===== src/rtl/filter_biquad_seq.sv =====
// Time-multiplexed biquad: one shared multiplier/accumulator sequenced over five products per sample.
// Optional build macro FILTER_SAT_EN clamps the output to the signed data range instead of wrapping.
module filter_biquad_seq #(
   parameter int unsigned LARGO = 24,
   parameter int unsigned FRAC  = 16
) (
   input  logic             clk,
   input  logic             rst,
   input  logic [LARGO:0]   data_i,
   input  logic             valid_i,
   output logic             ready_o,
   output logic [LARGO:0]   data_o,
   output logic             valid_o,
   input  logic             coef_we,
   input  logic [2:0]       coef_sel,
   input  logic [LARGO:0]   coef_data,
   output logic             busy_o
);

   localparam int unsigned W  = LARGO + 1;
   localparam int unsigned PW = 2 * W;
   localparam int unsigned AW = PW + 3;

   typedef enum logic [1:0] {IDLE, MAC, DONE} state_t;

   state_t state, state_n;
   logic [2:0] step, step_n;
   logic accept_c, mac_en_c, done_en_c;

   logic signed [W-1:0]  x0, x1, x2, y1, y2;
   logic signed [W-1:0]  b0, b1, b2, a1, a2;
   logic signed [AW-1:0] acc;

   logic signed [W-1:0]  coef_c, opnd_c;
   logic signed [PW-1:0] prod_c;
   logic signed [W-1:0]  y_c;

   // State register; ready/busy are registered decodes of the next state
   always_ff @(posedge clk) begin
      if (rst) begin
         state   <= IDLE;
         step    <= 3'd0;
         ready_o <= 1'b1;
         busy_o  <= 1'b0;
      end else begin
         state   <= state_n;
         step    <= step_n;
         ready_o <= (state_n == IDLE);
         busy_o  <= (state_n != IDLE);
      end
   end

   always_comb begin
      state_n   = state;
      step_n    = step;
      accept_c  = 1'b0;
      mac_en_c  = 1'b0;
      done_en_c = 1'b0;
      case (state)
         IDLE: begin
            if (valid_i) begin
               accept_c = 1'b1;
               state_n  = MAC;
               step_n   = 3'd0;
            end
         end
         MAC: begin
            mac_en_c = 1'b1;
            if (step == 3'd4) begin
               state_n = DONE;
               step_n  = 3'd0;
            end else begin
               step_n = step + 3'd1;
            end
         end
         DONE: begin
            done_en_c = 1'b1;
            state_n   = IDLE;
         end
         default: state_n = IDLE;
      endcase
   end

   // Operand selection for the current MAC step
   always_comb begin
      coef_c = '0;
      opnd_c = '0;
      case (step)
         3'd0: begin coef_c = b0; opnd_c = x0; end
         3'd1: begin coef_c = b1; opnd_c = x1; end
         3'd2: begin coef_c = b2; opnd_c = x2; end
         3'd3: begin coef_c = a1; opnd_c = y1; end
         3'd4: begin coef_c = a2; opnd_c = y2; end
         default: begin coef_c = '0; opnd_c = '0; end
      endcase
   end

   assign prod_c = PW'(coef_c) * PW'(opnd_c);

`ifdef FILTER_SAT_EN
   localparam logic signed [AW-1:0] YMAX = {{(AW-W+1){1'b0}}, {(W-1){1'b1}}};
   localparam logic signed [AW-1:0] YMIN = {{(AW-W+1){1'b1}}, {(W-1){1'b0}}};
   logic signed [AW-1:0] shifted_c;
   assign shifted_c = acc >>> FRAC;
   always_comb begin
      if (shifted_c > YMAX)      y_c = W'(YMAX);
      else if (shifted_c < YMIN) y_c = W'(YMIN);
      else                       y_c = W'(shifted_c);
   end
`else
   assign y_c = W'(acc >>> FRAC);
`endif

   // Datapath: coefficients, accumulator, filter state and output
   always_ff @(posedge clk) begin
      if (rst) begin
         b0      <= W'(1 << FRAC);
         b1      <= '0;
         b2      <= '0;
         a1      <= '0;
         a2      <= '0;
         x0      <= '0;
         x1      <= '0;
         x2      <= '0;
         y1      <= '0;
         y2      <= '0;
         acc     <= '0;
         data_o  <= '0;
         valid_o <= 1'b0;
      end else begin
         valid_o <= 1'b0;
         if (state == IDLE && coef_we) begin
            case (coef_sel)
               3'd0: b0 <= coef_data;
               3'd1: b1 <= coef_data;
               3'd2: b2 <= coef_data;
               3'd3: a1 <= coef_data;
               3'd4: a2 <= coef_data;
               default: ;
            endcase
         end
         if (accept_c) begin
            x0  <= data_i;
            acc <= '0;
         end
         // Feedback terms (steps 3 and 4) are subtracted
         if (mac_en_c) begin
            if (step >= 3'd3) acc <= acc - AW'(prod_c);
            else              acc <= acc + AW'(prod_c);
         end
         if (done_en_c) begin
            data_o  <= y_c;
            valid_o <= 1'b1;
            x2      <= x1;
            x1      <= x0;
            y2      <= y1;
            y1      <= y_c;
         end
      end
   end

endmodule

===== config.mk =====
export PLATFORM = sky130hd
export DESIGN_NAME = filter_biquad_seq
export DESIGN_NICKNAME = d
export VERILOG_FILES = /design/src/rtl/filter_biquad_seq.sv
export SDC_FILE = /design/constraint.sdc
export NUM_CORES = 2
export LEC_CHECK = 0
export CAP_MARGIN = 5
export CORE_ASPECT_RATIO = 0.9
export CORE_MARGIN = 4
export CORE_UTILIZATION = 60
export CTS_CLUSTER_SIZE = 12
export DETAILED_ROUTE_END_ITERATION = 8
export GPL_TIMING_DRIVEN = 0
export PLACE_DENSITY = 0.78
export REMOVE_ABC_BUFFERS = 1
export SLEW_MARGIN = 15
export SYNTH_ARGS = -nofsm -noshare
export SYNTH_HDL_FRONTEND = slang
export SYNTH_SLANG_ARGS = --single-unit

===== constraint.sdc =====
create_clock -name clk -period 32.6 [get_ports clk]
set_input_delay 6.52 -clock clk [delete_from_list [all_inputs] [get_ports clk]]
set_output_delay 6.52 -clock clk [all_outputs]
set_load 0.1 [all_outputs]

==> qor.yml <==
cts.root.buffer_cell: "clkbuf_16"
clk_latency_ns: 0.59
vias_per_cell: 6.03
synthDominantAreaCellType: "fa_1"
postCtsHoldBufs: 0
p_leak_nw: 16.4
tritoncts_num_sinks: 299
rows: 83
power.density_cell_area_nw_per_um2: 32.3
yosys_reg_bits: 299
holdCritStartpoint: "x2[20]"
grt-ovfl-total: 0
die-height_um: 237
cts-htree-levels: 1
post_synthesis_instance_area_um2: 34800
globalplace.congestion: 0.963
route.vias.total: 30250
detailedRoute.firstIterationViolations: 3146
initial_core_util_pct: 60.9
synth_cell_type_count: 91
fin_area_um2: 37600
fmax_mhz: 78.7
report.power.total_mw: 1.21
ff_latch_area_um2: 5990
worst_hold_slack_across_all_endpoints_ns: 0.453
critical_path.endpoint_type: "register"
ir_drop_v: 0.0000423
max_stage_delay_on_crit_path_ns: 1.15
area_growth_pct: 8.11
ys_seq_area_share_pct: 17.2
timing_worst_setup_path_type: "register to register"
remaining_drc_errors: 0
synth-edff-count: 0
grt_util_all_layers_pct: 33.8
die_width_um: 262
final-max-slew-violation-count: 0
rr_startpoint: "step[0]"
setup_violations: 0
place.port_buffers: 84
synth-warning-count: 0
wirelength_um: 105000
slowest_cell_on_crit_path: "nand4_1"
cp.required_ns: 33.09
netlist_instances: 4297
maxCapViolations: 1
nFillCells: 4767
total_negative_setup_slack_ns: 0
async_reset_ff_share_pct: 0
critical_path.startpoint: "step[0]"
detail_route.wl_per_cell_um: 20.9
clk_pin_slew_ns: 0.07
finalCritPeriodShare_pct: 39.0
hpwl_um: 79700
synthesis.area_per_instance_um2: 8.10
violated_checks: "capacitance limit"
multi_input_area_um2: 25700
fp.coreArea_um2: 57200
layout_min_cycle_time_ns: 12.71
post_cts_resize_count: 0
clock_path_buffers: 3
final_core_util_pct: 65.8
tritoncts.num_buffers: 30
grt_pass1_wl_um: 166000
status: "complete, but fails checks"
grt_antenna_before_repair: 1
hold_viol: 0
yosys-top-cells-count: "911 x nand2_1, 668 x inv_1, 554 x fa_1"
post_route_cells_drive_above_1_share_pct: 4.29
cts_setup_buffers: 0
grt_pass1_vias: 30186
finalNetCount: 5023
floorplan.die_area_um2: 62000
grt_start_max_net_pins: 118
critical_path.startpoint_type: "register"
worst_slew_pin_slew_ns: 1.43
crit_fanout: 33
slew_headroom_pct: 4.15
critPathArrivalTime_ns: 13.20
postPlaceCellArea_um2: 36700
drt_pre_antenna_iters: 9
detail-route-antenna-nets: 0
netlist.area_leader.share_pct: 31.9
cts_tree: "yes"
critical_path.most_common_cell: "fa_1"
worstHoldPathType: "register to register"
synth.most_common_cell: "nand2_1"
clock_skew_ns: 0.0336
floorplan.io_pins: 85
synth_area_leaders: "fa_1 32%, dfxtp_1 17%, nand2_1 9.8%"
ys.flop_type: "dfxtp_1"
rsz_0062_raised_after_global_routing: "no"
worst max-delay path: cells and delay by family, from the launching register on:
kind	cells	cell delay (ns)
AO/OA/AOI/OAI	11	3.31
XOR/XNOR	1	0.40
flip-flops	1	0.51
buffers and inverters	5	0.57
adder cells (fa/ha/maj)	10	4.37
AND/OR/NAND/NOR	9	3.40
layout make-up:
type	instances	area share [%]
multi-input cells	3099	68.2
inverters	669	6.67
diodes	1	0.00665
clock buffers	39	2.14
well taps	765	2.54
clock inverters	5	0.229
repair buffers	136	4.29
flip-flops and latches	299	15.9
per-layer routing:
layer | part of all wire, % | track usage (%) | vias up
met5 | 0 | 0 | -
met4 | 5.7 | 14.6 | 0
met3 | 12 | 7.58 | 374
met2 | 44 | 51.9 | 1643
met1 | 38 | 46.3 | 14795
li1 | - | - | 13438
logic make-up after synthesis:
group	after synthesis	synth area share, %
AOI/OAI and AO/OA	775	14.2
xor gates and xnor gates	112	2.82
adders and majority gates	731	38.2
buffers and inverters	899	9.81
DFF	299	17.2
muxes	3	0.0862
and+or+nand+nor	1478	17.7
state kept, by name (all words and copies together) (netlist names):
| name | cells |
|---|---|
| acc | 41 |
| a1 | 25 |
| a2 | 25 |
| b0 | 25 |
| b1 | 25 |
| b2 | 25 |
| x0 | 25 |
| x1 | 25 |
| x2 | 25 |
| y1 | 25 |
| y2 | 25 |
| step | 3 |
| state | 2 |
| busy_o | 1 |
| ready_o | 1 |
| valid_o | 1 |
report_power, final:
group	internal, mW	switching, mW	total (mW)
Sequential	0.382	0.0145	0.397
Clock	0.186	0.146	0.333
Combinational	0.191	0.294	0.485
Total	0.759	0.455	1.21
worst paths after layout:
kind,to,slack [ns],cells after the start
hold / removal,x2[20],0.45,2
setup / recovery,acc[40],19.89,36
setup reg to reg,acc[40],19.89,36
hold reg to reg,x2[20],0.45,2
stage by stage:
stage / instances / worst slack [ns]
2_1_floorplan: 4067 / 20.47
3_3_place_gp: 4916 / 14.99
3_5_place_dp: 4967 / 20.31
4_1_cts: 5011 / 20.26
5_1_grt: 5012 / 19.46
6_report: 5013 / 19.89
cells in the final DEF (no fill, tap or decap), types with 22 or more instances in the layout:
master | netlist | layout
nand2_1 | 911 | 910
inv_1 | 668 | 668
fa_1 | 554 | 554
a21oi_1 | 355 | 355
nor2_1 | 336 | 333
dfxtp_1 | 299 | 298
ha_1 | 177 | 174
clkdlybuf4s50_1 | 0 | 83
xnor2_1 | 77 | 77
a22oi_1 | 61 | 61
o21a_1 | 51 | 47
o21ai_0 | 69 | 47
a21o_1 | 45 | 45
nand3_1 | 47 | 45
a222oi_1 | 43 | 43
xor2_1 | 35 | 35
and2_1 | 35 | 33
clkbuf_16 | 0 | 30
o21ai_1 | 29 | 24
o21ai_2 | 2 | 23
and3_1 | 22 | 22
No activity file was read; power rests on OpenSTA's default activity.
